<file path="config.mk">
export PLATFORM = sky130hd
export DESIGN_NAME = serial_to_parallel_8
export DESIGN_NICKNAME = d
export VERILOG_FILES = /design/src/rtl/serial_to_parallel_8_pkg.sv /design/src/rtl/serial_to_parallel_8_demux.sv /design/src/rtl/serial_to_parallel_8.sv
export SDC_FILE = /design/constraint.sdc
export NUM_CORES = 1
export LEC_CHECK = 0
export ABC_AREA = 1
export BUFFER_PORTS_ARGS = -buffer_cell sky130_fd_sc_hd__buf_2
export CAP_MARGIN = 20
export CORE_UTILIZATION = 45
export DETAILED_ROUTE_END_ITERATION = 16
export PLACE_DENSITY = 0.67
export SYNTH_ARGS = -nofsm -noshare
export SYNTH_HDL_FRONTEND = slang
export SYNTH_SLANG_ARGS = --single-unit
</file>
<file path="constraint.sdc">
create_clock -name clk -period 1.9 [get_ports clk]
set_clock_uncertainty 0.05 [all_clocks]
set_input_delay 0.095 -clock clk [delete_from_list [all_inputs] [get_ports clk]]
set_output_delay 0.095 -clock clk [all_outputs]
set_load 0.1 [all_outputs]
</file>
<file path="src/rtl/serial_to_parallel_8_pkg.sv">
// Shared constants and helpers for the serial-to-parallel byte assembler.
//   DATA_W    : assembled word width (one byte)
//   IDX_W     : width of the bit index / bit counter
//   LSB_FIRST : bit order where the first accepted bit lands in position 0
//   MSB_FIRST : bit order where the first accepted bit lands in position 7
//   bit_pos() : maps a bit count to the byte position it writes
package serial_to_parallel_8_pkg;

    localparam int unsigned DATA_W = 8;
    localparam int unsigned IDX_W  = 3;

    localparam bit LSB_FIRST = 1'b0;
    localparam bit MSB_FIRST = 1'b1;

    // Position written by the bit with index cnt inside the current byte.
    function automatic logic [IDX_W-1:0] bit_pos(
        input logic [IDX_W-1:0] cnt,
        input bit               order
    );
        logic [IDX_W-1:0] pos;
        if (order == MSB_FIRST) begin
            pos = IDX_W'(DATA_W - 1) - cnt;
        end else begin
            pos = cnt;
        end
        return pos;
    endfunction

endpackage : serial_to_parallel_8_pkg

</file>
<file path="src/rtl/serial_to_parallel_8_demux.sv">
// 1:8 bit demultiplexer: decodes a 3-bit position into a one-hot write
// enable for the assembly register, gated by in_valid. This is the
// write-side inverse of the 8:1 bit-select mux at the transmit end.
//   pos      : byte position to write
//   in_valid : a bit is being accepted this cycle
//   wr_en_c  : one-hot write enable (all zero when in_valid is low)
module bit_demux_1x8
    import serial_to_parallel_8_pkg::*;
(
    input  logic [IDX_W-1:0]  pos,
    input  logic              in_valid,
    output logic [DATA_W-1:0] wr_en_c
);

    // One-hot decode of pos, qualified by in_valid.
    always_comb begin
        wr_en_c = '0;
        for (int unsigned i = 0; i < DATA_W; i++) begin
            if (in_valid && (pos == IDX_W'(i))) begin
                wr_en_c[i] = 1'b1;
            end
        end
    end

endmodule : bit_demux_1x8

</file>
<file path="src/rtl/serial_to_parallel_8.sv">
// Serial-to-parallel byte assembler. Accepts one bit per qualified clock,
// steers it into a byte position chosen by the bit counter and bit order,
// and presents each completed byte on a valid/ready output port.
//   clk       : rising-edge clock
//   rst       : synchronous active-high reset
//   in_bit    : serial data bit
//   in_valid  : in_bit is accepted on this edge
//   start     : frame restart, discards the partial byte
//   out_data  : assembled byte
//   out_valid : out_data holds an unconsumed byte
//   out_ready : consumer takes out_data when out_valid & out_ready
//   bit_cnt   : bits accepted in the current partial byte
//   overrun   : sticky, a completed byte overwrote an unconsumed one
module serial_to_parallel_8
    import serial_to_parallel_8_pkg::*;
#(
    parameter bit MSB_FIRST = 1'b0
) (
    input  logic              clk,
    input  logic              rst,
    input  logic              in_bit,
    input  logic              in_valid,
    input  logic              start,
    output logic [DATA_W-1:0] out_data,
    output logic              out_valid,
    input  logic              out_ready,
    output logic [IDX_W-1:0]  bit_cnt,
    output logic              overrun
);

    logic [DATA_W-1:0] asm_reg;
    logic [IDX_W-1:0]  cnt_eff_c;
    logic [IDX_W-1:0]  pos_c;
    logic [DATA_W-1:0] wr_en_c;
    logic [DATA_W-1:0] merged_c;
    logic              byte_done_c;

    // A restart makes the incoming bit the first of a new byte.
    always_comb begin
        cnt_eff_c = bit_cnt;
        if (start) begin
            cnt_eff_c = '0;
        end
        pos_c = bit_pos(cnt_eff_c, MSB_FIRST);
    end

    bit_demux_1x8 u_demux (
        .pos      (pos_c),
        .in_valid (in_valid),
        .wr_en_c  (wr_en_c)
    );

    // Assembly register with the current bit merged in, and completion detect.
    // A restart never completes a byte, even at bit_cnt = 7.
    always_comb begin
        merged_c    = (asm_reg & ~wr_en_c) | ({DATA_W{in_bit}} & wr_en_c);
        byte_done_c = in_valid && !start && (bit_cnt == IDX_W'(DATA_W - 1));
    end

    // Bit counter and assembly register.
    always_ff @(posedge clk) begin
        if (rst) begin
            bit_cnt <= '0;
            asm_reg <= '0;
        end else if (start) begin
            bit_cnt <= in_valid ? IDX_W'(1) : '0;
            asm_reg <= {DATA_W{in_bit}} & wr_en_c;
        end else if (in_valid) begin
            bit_cnt <= bit_cnt + IDX_W'(1);
            asm_reg <= merged_c;
        end
    end

    // Output port: completion wins over consumption in the same cycle.
    always_ff @(posedge clk) begin
        if (rst) begin
            out_data  <= '0;
            out_valid <= 1'b0;
            overrun   <= 1'b0;
        end else begin
            if (byte_done_c) begin
                out_data  <= merged_c;
                out_valid <= 1'b1;
                if (out_valid && !out_ready) begin
                    overrun <= 1'b1;
                end
            end else if (out_valid && out_ready) begin
                out_valid <= 1'b0;
            end
        end
    end

endmodule : serial_to_parallel_8
</file>
==> metrics.yaml <==
clock_latency_ns: 0.30
syn_area_um2: 1026
post-route-period-util_pct: 79.70
final_nets: 175
cp_data_required_time_ns: 2.06
antennaDiodeCount: 0
drive_gt1_share_pct: 23.49
p_per_area_nw_per_um2: 627.5
grt_pass1_vias: 764
reg2regPathDepth: 8
rsz0062_at_grt: "false"
setup_viol: 0
drcViolationCount: 0
grt_overflow_total: 0
cp-start-kind: "primary input"
portBuffers: 18
drv_cap: 0
gp_congestion: 0.8307
ir_drop_mv: 0.3722
regToRegSetupSlack_ns: 0.41
cts-buffers-inserted: 3
most-common-layout-cells: "nand2_1, inv_1, dfxtp_1, buf_2, nand3_1"
setup_tns_ns: 0
critPathArrivalTime_ns: 1.68
worstSetupPathType: "in -> reg"
root_buffer: "clkbuf_4"
start_util_pct: 50.25
hold_ws_ns: 0.05241
syn-num-nets: 154
cts_tree: "done"
period_minus_slack_ns: 1.514
fillers: 219
num_vias: 932
end_kind: "flop"
synthDistinctLibCells: 20
dieArea_um2: 2475
io_pins: 19
drt-initial-drc-count: 14
core-area_um2: 2042
wl_per_cell_um: 10.31
hp-class: "in -> reg"
rows: 16
final_common_cell: "nand2_1"
reg2reg_to: "out_data[2]"
synth_cells: 146
via_per_inst: 4.829
yosys_warnings: 0
slew_headroom_pct: 67.41
synth.yosys.seq_area_share_pct: 40.98
fmax_ghz: 0.6604
area_growth_syn_to_layout_pct: 14.51
syn_avg_cell_area_um2: 7.027
cts.sinks: 21
status: "complete, no violations"
place.detailed.hpwl_um: 1434
first_pass_iters: 4
hold_violations: 0
clkTransAtPathRegs_ns: 0.12
finalMaxSlewViolations: 0
drtAntennaViolNets: 0
die_y_um: 49.75
crit_path_start: "start"
crit_path_end: "out_data[3]"
worst_r2r_startpoint: "bit_cnt[1]"
track_usage_pct: 17.48
clockBufferDepth: 2
wl_um: 1989
grt_max_degree: 22
p_leak_nw: 0.5896
cts.repair.resized: 0
ys_ff_latch: 21
fp.dieW_um: 49.75
crit_fanout: 14
antenna_found_initial: 0
grt_pass1_wl_um: 3318
tightest_slew_ns: 0.4922
ctsHtreeMaxLevel: 1
layout make-up:
type / count / area (µm²) / area share, %
clock inverters: 1 / 5.005 / 0.4260
multi-input cells: 97 / 489.2 / 41.64
well taps: 27 / 33.78 / 2.875
flip-flops and latches: 21 / 424.2 / 36.10
inverters: 24 / 90.09 / 7.668
repair buffers: 20 / 110.1 / 9.372
clock buffers: 3 / 22.52 / 1.917
critical path: stages:
cell,delay (ns)
dlygate4sd3_1,0.53
buf_2,0.13
inv_2,0.23
nand2_2,0.14
nor2_2,0.18
nand2_1,0.07
nand2_1,0.09
nand3_1,0.08
nand2_1,0.08
inv_1,0.04
cell families (layout without fill, tap and decap cells):
family,Yosys count,in the layout,share of synthesized area (%)
AOI/OAI and AO/OA,14,14,8.415
xor gates and xnor gates,1,1,0.8538
adders and majority gates,2,2,2.439
buffers and inverters,28,48,11.34
DFF,21,21,40.98
and+or+nand+nor,80,80,35.98
synth_stat cells, drive strengths merged:
| master | instances | area [µm²] |
|---|---|---|
| nand2 | 47 | 186.4 |
| inv | 24 | 90.08 |
| dfxtp | 21 | 420.4 |
| nand3 | 18 | 95.09 |
| nor2 | 15 | 87.59 |
| a21oi | 12 | 71.32 |
| clkbuf | 3 | 11.26 |
| ha | 2 | 25.02 |
| a31oi | 1 | 6.260 |
| buf | 1 | 15.01 |
| o21ai | 1 | 8.760 |
| xor2 | 1 | 8.760 |
metrics by stage:
step	power [W]	worst slack, ns	instances	area, µm²	util (%)
after floorplan	0.0005156	0.1648	146	1030	-
after global placement	0.0005272	0.4963	187	1127	55.21
after detailed placement	0.0005280	0.4371	187	1127	55.21
after CTS	0.0007517	0.3968	193	1175	57.54
after global routing	0.0007775	0.2940	193	1175	57.54
final	0.0007372	0.3857	193	1175	57.54
worst min path at each step:
| stage | start | end | slack (ns) | cells past startpoint |
|---|---|---|---|---|
| 2_1_floorplan | in_valid | bit_cnt[0] | 0.19 | 2 |
| 3_3_place_gp | start | asm_reg[0] | 0.32 | 4 |
| 3_5_place_dp | out_ready | out_valid | 0.32 | 4 |
| 4_1_cts | in_valid | bit_cnt[0] | 0.04 | 3 |
| 5_1_grt | in_valid | bit_cnt[0] | 0.07 | 3 |
| 6_report | in_valid | bit_cnt[0] | 0.05 | 3 |
power breakdown:
part	switching, W	internal [W]
clock	0.000137	0.0000785
sequential	0.00000469	0.000444
combinational	0.0000542	0.0000184
total	0.000196	0.000541
repair_timing:
item                                   4_1_cts  5_1_grt
hold buffers                                 2        0
endpoints found under the hold margin        2        0
setup buffers                                0        0
routing by layer:
metal | GRT usage (%) | up-vias | share of wire (%)
met2 | 26.35 | 30 | 46
met5 | 0 | - | 0
li1 | - | 488 | -
met4 | 8.095 | 0 | 1.8
met3 | 4.321 | 8 | 5.0
met1 | 23.21 | 406 | 47
Power figures use the tool's default switching activity.
